File: config.mk
export PLATFORM = sky130hd
export DESIGN_NAME = seg_scan_595_flat
export DESIGN_NICKNAME = d
export VERILOG_FILES = /design/src/rtl/seg_pkg.sv /design/src/rtl/seg_scan_595_if.sv /design/src/rtl/seg_font.sv /design/src/rtl/seg_scan_595.sv /design/src/flat_wrapper.sv
export SDC_FILE = /design/constraint.sdc
export NUM_CORES = 1
export LEC_CHECK = 0
export CORE_MARGIN = 8
export CORE_UTILIZATION = 55
export DETAILED_ROUTE_END_ITERATION = 6
export PLACE_DENSITY = 0.75
export SYNTH_ARGS = -nofsm -noshare
export SYNTH_HDL_FRONTEND = slang
export SYNTH_SLANG_ARGS = --single-unit
File: constraint.sdc
create_clock -name clk -period 5.8 [get_ports clk]
set_input_delay 1.16 -clock clk [delete_from_list [all_inputs] [get_ports clk]]
set_output_delay 1.16 -clock clk [all_outputs]
set_load 0.02 [all_outputs]
File: src/rtl/seg_pkg.sv
// Shared types, constants and the hex-to-segment font for the seg_scan_595 scanner.
// Contents:
//   seg_state_e  - scan FSM states (idle, load word, shift 16 bits, latch)
//   SEG_WORD_W   - width of one 74HC595 pair word {dp, g..a, sel[7:0]}
//   SEG_BLANK    - segment pattern for an unlit digit
//   seg_font_map - hex nibble -> {g,f,e,d,c,b,a}, active high
package seg_pkg;

    typedef enum logic [1:0] {
        StIdle,
        StLoad,
        StShift,
        StLatch
    } seg_state_e;

    localparam int unsigned SEG_WORD_W = 16;
    localparam logic [6:0]  SEG_BLANK  = 7'h00;

    function automatic logic [6:0] seg_font_map(input logic [3:0] hex);
        logic [6:0] seg;
        seg = SEG_BLANK;
        unique case (hex)
            4'h0: seg = 7'h3f;
            4'h1: seg = 7'h06;
            4'h2: seg = 7'h5b;
            4'h3: seg = 7'h4f;
            4'h4: seg = 7'h66;
            4'h5: seg = 7'h6d;
            4'h6: seg = 7'h7d;
            4'h7: seg = 7'h07;
            4'h8: seg = 7'h7f;
            4'h9: seg = 7'h6f;
            4'ha: seg = 7'h77;
            4'hb: seg = 7'h7c;
            4'hc: seg = 7'h39;
            4'hd: seg = 7'h5e;
            4'he: seg = 7'h79;
            4'hf: seg = 7'h71;
        endcase
        return seg;
    endfunction

endpackage

File: src/rtl/seg_scan_595_if.sv
// Display-update bus between the value producer and seg_scan_595.
// Signals:
//   dat        - hex value per digit, digit i at dat[4i+3:4i]
//   dat_en     - digit i shown when 1
//   dot_en     - decimal point of digit i lit when 1
//   upd        - update request level, held by the producer until upd_ack
//   upd_ack    - one-clk pulse: dat/dat_en/dot_en taken into the shadow
//   frame_done - one-clk pulse after the last digit's RCK falls
// Modports: master = producer side, slave = scanner side.
interface seg_scan_595_if #(
    parameter int unsigned NUM_DIGITS = 8
);
    logic [4*NUM_DIGITS-1:0] dat;
    logic [NUM_DIGITS-1:0]   dat_en;
    logic [NUM_DIGITS-1:0]   dot_en;
    logic                    upd;
    logic                    upd_ack;
    logic                    frame_done;

    modport master (
        output dat, dat_en, dot_en, upd,
        input  upd_ack, frame_done
    );

    modport slave (
        input  dat, dat_en, dot_en, upd,
        output upd_ack, frame_done
    );
endinterface

File: src/rtl/seg_font.sv
// Combinational hex-to-7-segment decoder.
// Ports:
//   hex_i - 4-bit digit value
//   seg_o - {g,f,e,d,c,b,a}, active high
module seg_font
    import seg_pkg::*;
(
    input  logic [3:0] hex_i,
    output logic [6:0] seg_o
);
    always_comb begin
        seg_o = seg_font_map(hex_i);
    end
endmodule

File: src/rtl/seg_scan_595.sv
// Multiplexed 7-segment scanner driving a cascaded pair of 74HC595s
// (segment byte first, then digit-select byte) over SCK/SER/RCK.
// Optional feature macro: SEG_ZERO_BLANK_EN (leading-zero suppression).
// Ports:
//   clk        - system clock
//   rst        - asynchronous active-high reset
//   bus_io     - update bus (seg_scan_595_if.slave): dat/dat_en/dot_en/upd in,
//                upd_ack/frame_done out
//   seg_rck_o  - 74HC595 RCK
//   seg_sck_o  - 74HC595 SCK
//   seg_din_o  - 74HC595 SER
module seg_scan_595
    import seg_pkg::*;
#(
    parameter int unsigned NUM_DIGITS     = 8,
    parameter int unsigned CLK_DIV        = 150,
    parameter bit          SEG_ACTIVE_LOW = 1'b0,
    parameter bit          DIG_ACTIVE_LOW = 1'b1
) (
    input  logic             clk,
    input  logic             rst,
    seg_scan_595_if.slave    bus_io,
    output logic             seg_rck_o,
    output logic             seg_sck_o,
    output logic             seg_din_o
);
    localparam int unsigned TickW = (CLK_DIV > 1) ? $clog2(CLK_DIV) : 1;
    localparam int unsigned IdxW  = (NUM_DIGITS > 1) ? $clog2(NUM_DIGITS) : 1;
    localparam logic [TickW-1:0] TickMax = TickW'(CLK_DIV - 1);
    localparam logic [IdxW-1:0]  IdxMax  = IdxW'(NUM_DIGITS - 1);

    seg_state_e state_q, state_d;
    logic [TickW-1:0]        tick_cnt_q, tick_cnt_d;
    logic [IdxW-1:0]         idx_q, idx_d;
    logic [4:0]              bit_cnt_q, bit_cnt_d;
    logic [SEG_WORD_W-1:0]   word_q, word_d;
    logic                    rck_q, rck_d;
    logic                    sck_q, sck_d;
    logic                    din_q, din_d;
    logic                    frame_done_q, frame_done_d;
    logic [4*NUM_DIGITS-1:0] dat_q;
    logic [NUM_DIGITS-1:0]   dat_en_q;
    logic [NUM_DIGITS-1:0]   dot_en_q;

    logic                    tick;
    logic                    cap;
    logic [4*NUM_DIGITS-1:0] eff_dat;
    logic [NUM_DIGITS-1:0]   eff_en;
    logic [NUM_DIGITS-1:0]   eff_dot;
    logic [NUM_DIGITS-1:0]   supp;
    logic [3:0]              cur_nib;
    logic                    cur_en;
    logic                    cur_dot;
    logic                    cur_sup;
    logic                    show;
    logic [6:0]              cur_seg;
    logic [7:0]              seg_byte;
    logic [7:0]              sel_byte;
    logic [SEG_WORD_W-1:0]   word_new;

    assign tick       = (tick_cnt_q == TickMax);
    assign tick_cnt_d = tick ? '0 : tick_cnt_q + 1'b1;

    // Capture only at the start of a frame so the display never tears.
    assign cap = tick && (state_q == StLoad) && (idx_q == '0) && bus_io.upd;
    assign bus_io.upd_ack    = cap;
    assign bus_io.frame_done = frame_done_q;

    // The word built in the capture clk already uses the new data.
    assign eff_dat = cap ? bus_io.dat    : dat_q;
    assign eff_en  = cap ? bus_io.dat_en : dat_en_q;
    assign eff_dot = cap ? bus_io.dot_en : dot_en_q;

`ifdef SEG_ZERO_BLANK_EN
    logic lead;
    // Walk from the most significant digit; disabled digits do not end the run.
    always_comb begin
        supp = '0;
        lead = 1'b1;
        for (int i = NUM_DIGITS - 1; i >= 1; i--) begin
            if (lead && (!dat_en_q[i] || ((dat_q[4*i +: 4] == 4'h0) && !dot_en_q[i]))) begin
                supp[i] = 1'b1;
            end else begin
                lead = 1'b0;
            end
        end
    end
`else
    assign supp = '0;
`endif

    always_comb begin
        cur_nib = '0;
        cur_en  = 1'b0;
        cur_dot = 1'b0;
        cur_sup = 1'b0;
        for (int i = 0; i < NUM_DIGITS; i++) begin
            if (idx_q == IdxW'(i)) begin
                cur_nib = eff_dat[4*i +: 4];
                cur_en  = eff_en[i];
                cur_dot = eff_dot[i];
                cur_sup = supp[i];
            end
        end
    end

    seg_font u_seg_font (
        .hex_i (cur_nib),
        .seg_o (cur_seg)
    );

    always_comb begin
        show     = cur_en && !cur_sup;
        seg_byte = show ? {cur_dot, cur_seg} : {1'b0, SEG_BLANK};
        sel_byte = show ? (8'h01 << idx_q) : 8'h00;
        if (SEG_ACTIVE_LOW) seg_byte = ~seg_byte;
        if (DIG_ACTIVE_LOW) sel_byte = ~sel_byte;
        word_new = {seg_byte, sel_byte};
    end

    always_comb begin
        state_d      = state_q;
        idx_d        = idx_q;
        bit_cnt_d    = bit_cnt_q;
        word_d       = word_q;
        rck_d        = rck_q;
        sck_d        = sck_q;
        din_d        = din_q;
        frame_done_d = 1'b0;
        if (tick) begin
            unique case (state_q)
                StIdle: begin
                    state_d = StLoad;
                end
                StLoad: begin
                    word_d    = word_new;
                    bit_cnt_d = '0;
                    state_d   = StShift;
                end
                StShift: begin
                    // Even tick: SCK low and present the next bit; odd tick: SCK high.
                    if (!bit_cnt_q[0]) begin
                        sck_d = 1'b0;
                        din_d = word_q[4'd15 - bit_cnt_q[4:1]];
                    end else begin
                        sck_d = 1'b1;
                    end
                    bit_cnt_d = bit_cnt_q + 5'd1;
                    if (bit_cnt_q == 5'd31) state_d = StLatch;
                end
                StLatch: begin
                    // bit_cnt is 0 on entry (wrapped from 31) and marks the RCK phase.
                    if (bit_cnt_q == 5'd0) begin
                        rck_d     = 1'b1;
                        bit_cnt_d = 5'd1;
                    end else begin
                        rck_d        = 1'b0;
                        bit_cnt_d    = 5'd0;
                        frame_done_d = (idx_q == IdxMax);
                        idx_d        = (idx_q == IdxMax) ? '0 : idx_q + 1'b1;
                        state_d      = StLoad;
                    end
                end
                default: state_d = StIdle;
            endcase
        end
    end

    always_ff @(posedge clk or posedge rst) begin
        if (rst) begin
            state_q      <= StIdle;
            tick_cnt_q   <= '0;
            idx_q        <= '0;
            bit_cnt_q    <= '0;
            word_q       <= '0;
            rck_q        <= 1'b0;
            sck_q        <= 1'b0;
            din_q        <= 1'b0;
            frame_done_q <= 1'b0;
            dat_q        <= '0;
            dat_en_q     <= '0;
            dot_en_q     <= '0;
        end else begin
            state_q      <= state_d;
            tick_cnt_q   <= tick_cnt_d;
            idx_q        <= idx_d;
            bit_cnt_q    <= bit_cnt_d;
            word_q       <= word_d;
            rck_q        <= rck_d;
            sck_q        <= sck_d;
            din_q        <= din_d;
            frame_done_q <= frame_done_d;
            if (cap) begin
                dat_q    <= bus_io.dat;
                dat_en_q <= bus_io.dat_en;
                dot_en_q <= bus_io.dot_en;
            end
        end
    end

    assign seg_rck_o = rck_q;
    assign seg_sck_o = sck_q;
    assign seg_din_o = din_q;

endmodule

File: src/flat_wrapper.sv
// flat-port wrapper written by rule: the top's interface ports become plain ports
module seg_scan_595_flat import seg_pkg::*;
#(
    parameter int unsigned NUM_DIGITS     = 8,
    parameter int unsigned CLK_DIV        = 150,
    parameter bit          SEG_ACTIVE_LOW = 1'b0,
    parameter bit          DIG_ACTIVE_LOW = 1'b1
)
  (clk, rst, seg_rck_o, seg_sck_o, seg_din_o, bus_io_dat, bus_io_dat_en, bus_io_dot_en, bus_io_upd, bus_io_upd_ack, bus_io_frame_done);
  seg_scan_595_if #(.NUM_DIGITS(NUM_DIGITS)) bus_io_i ();
  input  logic clk;
  input  logic rst;
  output logic seg_rck_o;
  output logic seg_sck_o;
  output logic seg_din_o;
  input wire logic [$bits(bus_io_i.dat)-1:0] bus_io_dat;
  input wire logic [$bits(bus_io_i.dat_en)-1:0] bus_io_dat_en;
  input wire logic [$bits(bus_io_i.dot_en)-1:0] bus_io_dot_en;
  input wire logic [$bits(bus_io_i.upd)-1:0] bus_io_upd;
  output wire logic [$bits(bus_io_i.upd_ack)-1:0] bus_io_upd_ack;
  output wire logic [$bits(bus_io_i.frame_done)-1:0] bus_io_frame_done;
  assign bus_io_i.dat = bus_io_dat;
  assign bus_io_i.dat_en = bus_io_dat_en;
  assign bus_io_i.dot_en = bus_io_dot_en;
  assign bus_io_i.upd = bus_io_upd;
  assign bus_io_upd_ack = bus_io_i.upd_ack;
  assign bus_io_frame_done = bus_io_i.frame_done;
  seg_scan_595 #(.NUM_DIGITS(NUM_DIGITS), .CLK_DIV(CLK_DIV), .SEG_ACTIVE_LOW(SEG_ACTIVE_LOW), .DIG_ACTIVE_LOW(DIG_ACTIVE_LOW)) u_core (.clk(clk), .rst(rst), .bus_io(bus_io_i), .seg_rck_o(seg_rck_o), .seg_sck_o(seg_sck_o), .seg_din_o(seg_din_o));
endmodule
### Word level (Yosys, flattened, before mapping)

Memories as Yosys holds them, arrays and structs flattened.
Index checks and enable logic that the tools add are counted.

| word-level totals | value |
|---|---|
| word-level logic and storage cells | 93 |
| ROM bits | 112 |
| input bits | 51 |
| bits in registers | 86 |
| memories | 1 |
| output and inout port bits | 5 |

| cells by class | value |
|---|---|
| multiplexer cells | 43 |
| $lt $le $gt $ge | 1 |
| add/sub/neg operators | 4 |
| bitwise gates (word level) | 3 |
| reduce and logical (&&, ||, !) cells | 14 |
| shifts and indexed selects | 1 |
| equal/unequal tests | 14 |

Memories:

| memory | depth | bits a word | rd ports | clocked after memory_dff | write ports | RTL line | text |
|---|---|---|---|---|---|---|---|
| (name not given) | 16 | 7 | 1 | 0 | 0 | seg_pkg.sv:22 | `unique case (hex)` |

Operator list:

| operator | number |
|---|---|
| 8-bit 2-to-1 mux | 5 |
| 32-bit 2-to-1 mux | 1 |
| 4-bit 2-to-1 mux | 8 |
| 1-bit 2-to-1 mux | 23 |
| 5-bit case mux with 3 select lines | 1 |
| 3-bit == test (second input constant) | 4 |
| 3-bit AND reduction | 3 |
| 8-bit by 1-bit adder with 8-bit output (second input constant) | 1 |
| 8-bit == test (second input constant) | 1 |
| 8-bit inverter | 1 |
| 2-bit case mux with 4 select lines | 1 |
| 2-bit AND reduction | 4 |
| 1-bit by 3-bit << shifter with 8-bit output (first input constant) | 1 |
| 3-bit by 2-bit == test with 1-bit output (second input constant) | 2 |
| 5-bit by 1-bit adder with 5-bit output (second input constant) | 1 |
| 5-bit == test (second input constant) | 1 |
| 5-bit zero test | 1 |
| 4-bit by 5-bit less-than comparator with 1-bit output (second input constant) | 1 |
| 1-bit binary-select mux with 4-bit select | 1 |
| 2-bit == test (second input constant) | 2 |
| 2-bit 2-to-1 mux | 2 |
| 4-bit subtractor (first input constant) | 1 |
| 3-bit by 1-bit adder with 3-bit output (second input constant) | 1 |
| 3-bit by 1-bit == test with 1-bit output (second input constant) | 1 |
| other kinds (9) | 12 |

### Longest topological paths before layout

| logic depth | value |
|---|---|
| depth after elaboration | 15 |
| depth in mapped cells | 17 |
| mapped depth without buffers | 14 |

### Hierarchy

Synthesis repeated with hierarchy kept, for this count alone.

| second synthesis, totals | value |
|---|---|
| cells, all modules | 474 |
| area total of the unflattened synthesis | 4665.7 µm² |

By module, submodules not included:

| module | cells an instance | seq. area each (µm²) | area each (µm²) | times used |
|---|---|---|---|---|
| seg_scan_595 | 441 | 2152.1 | 4375.4 | 1 |
| seg_font | 33 | 0.0 | 290.3 | 1 |

### Worst setup path after synthesis

OpenSTA, ideal clock, no wires.

| timing | value |
|---|---|
| path type | input port to flip-flop |
| start | input bus_io_upd |
| end | register u_core.word_q[11] |
| stages | 14 |
| arrival time | 3.564 ns |
| setup slack | 2.160 ns |
| required time | 5.723 ns |
| path buffers | 3 |
| setup time | 0.077 ns |
| cells stage by stage | nand4b_1 -> nor3_4 -> buf_6 -> buf_6 -> buf_6 -> mux2i_1 -> nand2_1 -> o21ai_0 -> a31oi_1 -> inv_1 -> ha_1 -> inv_1 -> mux4_2 -> o21ai_1 |

| on the way | value |
|---|---|
| word-level cells in the longest chain between the ends | 12 |
| elaborated cells on any way between the ends | 21 |
| those cells by class | 19 x mux; 1 x reduce/logical; 1 x memory |

RTL lines:

| item | RTL line | text |
|---|---|---|
| start, declared | flat_wrapper.sv:19 | `input wire logic [$bits(bus_io_i.upd)-1:0] bus_io_upd;` |
| 1-bit logical AND * | seg_scan_595.sv:65 | `assign cap = tick && (state_q == StLoad) && (idx_q == '0) && bus_io.upd;` |
| 32-bit 2-to-1 mux | - |  |
| 4-bit 2-to-1 mux (8 in a row) | seg_scan_595.sv:98 | `if (idx_q == IdxW'(i)) begin` |
| memory 16 x 7 bit | - |  |
| 8-bit 2-to-1 mux * | seg_scan_595.sv:114 | `seg_byte = show ? {cur_dot, cur_seg} : {1'b0, SEG_BLANK};` |
| end signal, assigned | seg_scan_595.sv:188 | `word_q <= word_d;` |
| end, declared | seg_scan_595.sv:36 | `logic [SEG_WORD_W-1:0] word_q, word_d;` |

Mark *: on every way between the ends. The rest lies on a longest branch, timed or not.
A chain may end at the register's enable or synchronous reset.

### Worst setup path after layout

| timing | value |
|---|---|
| start | input bus_io_upd |
| end | output bus_io_upd_ack |

| on the way | value |
|---|---|
| word-level cells in the longest chain between the ends | 1 |

RTL lines:

| item | RTL line | text |
|---|---|---|
| 1-bit logical AND | seg_scan_595.sv:65 |  |
| end, declared | flat_wrapper.sv:20 | `output wire logic [$bits(bus_io_i.upd_ack)-1:0] bus_io_upd_ack;` |

No other way between the ends.

==> metrics.txt <==
# TYPE chip_impl_metric gauge
chip_impl_metric{name="worstHoldPathCells",unit=""} 2
chip_impl_metric{name="final_layout_size_suffix_gt1_share",unit="%"} 15.8
chip_impl_metric{name="grt_pass1_vias",unit=""} 3446
chip_impl_info{name="critical-path-slowest-cell",value="sky130_fd_sc_hd__nor3_4"} 1
chip_impl_metric{name="antenna_nets_post_route",unit=""} 0
chip_impl_metric{name="route.vias.total",unit=""} 3475
chip_impl_metric{name="final.period_utilization",unit="%"} 80.8
chip_impl_metric{name="initial_antenna_violation_count",unit=""} 0
chip_impl_metric{name="numClockSinks",unit=""} 86
chip_impl_metric{name="cts_clock_pin_slew_for_the_worst_setup_and_hold_paths",unit="ps"} 80
chip_impl_info{name="status",value="completed"} 1
chip_impl_metric{name="netlist-cell-type-count",unit=""} 63
chip_impl_info{name="cts_tree",value="built"} 1
chip_impl_metric{name="cts_buffers",unit=""} 9
chip_impl_metric{name="numPortBuffers",unit=""} 55
chip_impl_metric{name="synth_async_sr_flop_share",unit="%"} 100
chip_impl_info{name="root_driver",value="sky130_fd_sc_hd__clkbuf_8"} 1
chip_impl_metric{name="avgSynthCellArea",unit="um2"} 11.0
chip_impl_metric{name="ys_warn_count",unit=""} 0
chip_impl_metric{name="initial_utilization",unit="%"} 56.2
chip_impl_metric{name="comb_power_share",unit="%"} 4.4
chip_impl_metric{name="cts_max_level",unit=""} 3
chip_impl_metric{name="timing.critical_path.required",unit="ps"} 4640
chip_impl_metric{name="worst-slew-pin-transition",unit="ps"} 838
chip_impl_metric{name="cts_hold_repair.buffers",unit=""} 0
chip_impl_metric{name="fin_hold_ws",unit="ps"} 486
chip_impl_metric{name="final-max-slew-violation-count",unit=""} 0
chip_impl_metric{name="power_density",unit="nW/um2"} 200
chip_impl_metric{name="critical_path_peak_fanout",unit=""} 18
chip_impl_metric{name="num_io_pins",unit=""} 56
chip_impl_metric{name="detailed_place_hpwl",unit="mm"} 8.21
chip_impl_metric{name="pin_count_of_the_biggest_net_entering_global_routing",unit=""} 50
chip_impl_metric{name="power.clock.fraction",unit="%"} 40.2
chip_impl_metric{name="setup_viol",unit=""} 0
chip_impl_info{name="startpoint_type",value="input pin"} 1
chip_impl_metric{name="core_utilization_of_the_finished_layout",unit="%"} 66.2
chip_impl_metric{name="finalHoldViolations",unit=""} 0
chip_impl_metric{name="critical_path_buf_inv_count",unit=""} 3
chip_impl_metric{name="max_cap_viol_count",unit=""} 0
chip_impl_metric{name="die_area",unit="um2"} 11500
chip_impl_metric{name="drc",unit=""} 0
chip_impl_metric{name="global_route.usage.total",unit="%"} 20.0
chip_impl_info{name="synth_commonest_cells",value="86 x sky130_fd_sc_hd__dfrtp_1, 40 x sky130_fd_sc_hd__mux2_2, 39 x sky130_fd_sc_hd__nand2_1"} 1
chip_impl_metric{name="finalWirelength",unit="mm"} 11.2
chip_impl_metric{name="timing.reg2reg.worst_path_depth",unit=""} 15
chip_impl_metric{name="netlist_area",unit="um2"} 4600
chip_impl_metric{name="synth_edf_count",unit=""} 0
chip_impl_metric{name="switching_power",unit="mW"} 0.230
chip_impl_info{name="dominant_delay_contributor_by_cell_family_on_the_critical_path",value="buffers and inverters"} 1
chip_impl_metric{name="globalplace.congestion",unit=""} 0.938
chip_impl_metric{name="period_needed",unit="ps"} 4680
chip_impl_metric{name="maxSlewHeadroom",unit="%"} 44.1
chip_impl_metric{name="clockBufferDepth",unit=""} 2
chip_impl_metric{name="worst-path-stages",unit=""} 5
chip_impl_metric{name="avgRoutedWirePerCell",unit="um"} 19.3
chip_impl_metric{name="placement_row_count",unit=""} 33
chip_impl_metric{name="stdcell_count",unit=""} 579
chip_impl_metric{name="vdd.ir_drop.worst",unit="mV"} 0.124
chip_impl_metric{name="power_switching_share",unit="%"} 21.2
chip_impl_metric{name="wire_length_of_the_first_global_routing_pass",unit="mm"} 18.1
chip_impl_info{name="critical_path_s_most_frequent_cell",value="sky130_fd_sc_hd__clkdlybuf4s50_1"} 1
chip_impl_metric{name="area_delta_synth_final",unit="%"} 17.7
chip_impl_metric{name="die_w",unit="um"} 107
chip_impl_metric{name="grt.overflow.total",unit=""} 0
chip_impl_metric{name="chip_height",unit="um"} 107
chip_impl_metric{name="drt_iter0_drc",unit=""} 285
chip_impl_info{name="synth_area_leader_cell",value="sky130_fd_sc_hd__dfrtp_1"} 1
chip_impl_info{name="crit_path_cell_trace",value="clkdlybuf4s50_1, nand4b_1, nor3_4, buf_4, clkdlybuf4s50_1"} 1
chip_impl_metric{name="yosys_reg_bits",unit=""} 86
chip_impl_metric{name="static-leakage-power",unit="nW"} 2.46
chip_impl_info{name="synth_flop_cell",value="sky130_fd_sc_hd__dfrtp_1"} 1
chip_impl_info{name="most_instantiated_library_cell_after_synthesis",value="sky130_fd_sc_hd__dfrtp_1"} 1
chip_impl_metric{name="power.internal",unit="mW"} 0.852
chip_impl_metric{name="vias_per_cell",unit=""} 6.00
chip_impl_metric{name="max_stage_delay",unit="ps"} 700
chip_impl_metric{name="post_synth_inst_count",unit=""} 417
chip_impl_metric{name="numPlacedInstances",unit=""} 563
chip_impl_metric{name="worstSkewPairLatency",unit="ps"} 360
chip_impl_metric{name="nets_finish",unit=""} 541
chip_impl_info{name="crit_type",value="in2out"} 1
chip_impl_metric{name="yosysSeqAreaShare",unit="%"} 46.8
chip_impl_metric{name="diodes",unit=""} 0
chip_impl_metric{name="sequentialPowerShare",unit="%"} 55.4
chip_impl_metric{name="max_clock_freq",unit="MHz"} 214
chip_impl_info{name="timing.hold.worst.class",value="reg2reg"} 1
chip_impl_metric{name="yosys.area.top_type_share",unit="%"} 46.8
chip_impl_metric{name="net_count_after_synthesis",unit=""} 489
chip_impl_metric{name="floorplan.core_area",unit="um2"} 8180
chip_impl_info{name="grt_setup_unrepaired",value="false"} 1
chip_impl_info{name="yosys-top-cells-area",value="sky130_fd_sc_hd__dfrtp_1 47%, sky130_fd_sc_hd__mux2_2 9.8%, sky130_fd_sc_hd__ha_1 5.7%, sky130_fd_sc_hd__nand2_1 3.2%, sky130_fd_sc_hd__mux4_2 2.9%"} 1
chip_impl_metric{name="number_of_instances_resized_during_post_cts_repair",unit=""} 0
chip_impl_metric{name="finalSetupTns",unit="ps"} 0
chip_impl_metric{name="cp_data_arrival_time",unit="ps"} 3520
chip_impl_metric{name="cts.repair_timing.setup_buffer_count",unit=""} 0
chip_impl_metric{name="fin_skew",unit="ps"} 11.8
chip_impl_metric{name="first_pass_iters",unit=""} 5
chip_impl_info{name="timing.critical_path.to_type",value="output port"} 1
## state kept, by name, summed over array words and instances, names as in the netlist
name	cells
u_core.bit_cnt_q	5
u_core.bus_io.frame_done	1
u_core.dat_en_q	8
u_core.dat_q	32
u_core.dot_en_q	8
u_core.idx_q	3
u_core.seg_din_o	1
u_core.seg_rck_o	1
u_core.seg_sck_o	1
u_core.state_q	2
u_core.tick_cnt_q	8
u_core.word_q	16
## metrics by stage
| stage | power, mW | cell area [um2] | setup slack (ps) |
|---|---|---|---|
| 2_1_floorplan | 0.620 | 4600 | 2160 |
| 3_3_place_gp | 0.659 | 5210 | 1140 |
| 3_5_place_dp | 0.659 | 5210 | 1010 |
| 4_1_cts | 1.09 | 5410 | 1120 |
| 5_1_grt | 1.11 | 5410 | 1020 |
| 6_report | 1.08 | 5410 | 1120 |
## area by class of cell
cell class                 instances  area (um2)
sequential                        86        2150
inverter                          26        98.8
timing repair buffer              61         596
tap                              105         131
clock inverter                     3        42.5
multi-input combinational        285        2230
clock buffer                      13         159
fill                             637        2770
## path summary, 6_finish.rpt
check / from / endpoint / slack (ps)
worst max register to register: u_core.idx_q[0]$_DFFE_PP0P_ / u_core.word_q[11]$_DFFE_PP0N_ / 1690
max in group asynchronous: rst / u_core.idx_q[2]$_DFFE_PP0P_ / 3580
worst min-delay path: u_core.seg_sck_o$_DFFE_PP0P_ / u_core.seg_sck_o$_DFFE_PP0P_ / 490
worst min register to register: u_core.seg_sck_o$_DFFE_PP0P_ / u_core.seg_sck_o$_DFFE_PP0P_ / 490
worst max-delay path: bus_io_upd / bus_io_upd_ack / 1120
min in group asynchronous: rst / u_core.tick_cnt_q[5]$_DFF_PP0_ / 1250
## worst min-delay path, stage by stage (launching register included)
cell and delay, ps:
sky130_fd_sc_hd__dfrtp_1 350, sky130_fd_sc_hd__nand2_1 40, sky130_fd_sc_hd__o21ai_0 60
## kinds of logic after synthesis
family	share of synthesized area, %
mux	15.4
compound gates	13.7
flops	46.8
buf+inv	4.68
xor+xnor	1.33
simple gates	12.4
fa+ha+maj	5.72
## routing by layer
layer	wire length (um)	GRT usage (%)	vias up
li1	-	-	1606
met1	5250	27.6	1724
met2	4930	29.3	118
met3	595	3.35	27
met4	379	10.6	0
met5	0	0	-
## cells in the final DEF (no fill, tap or decap), drive strengths merged, types with 9 or more instances in the layout
cell type / Yosys / layout
o21ai: 15 / 15
dfrtp: 86 / 86
clkdlybuf4s50: 0 / 55
nor3: 9 / 9
mux2: 40 / 40
nand3: 9 / 9
nor2: 25 / 25
a21oi: 18 / 18
inv: 25 / 24
clkbuf: 12 / 13
nand2: 39 / 39
mux2i: 12 / 12
ha: 21 / 21
## power groups by stage
stage | combinational (mW) | clock [mW] | sequential (mW)
floorplan | 0.00939 | 0 | 0.611
global placement | 0.0482 | 0 | 0.611
detailed placement | 0.0485 | 0 | 0.611
CTS | 0.0488 | 0.437 | 0.599
global route | 0.0529 | 0.462 | 0.599
finish | 0.0474 | 0.435 | 0.599
Power figures use the tool's default switching activity.
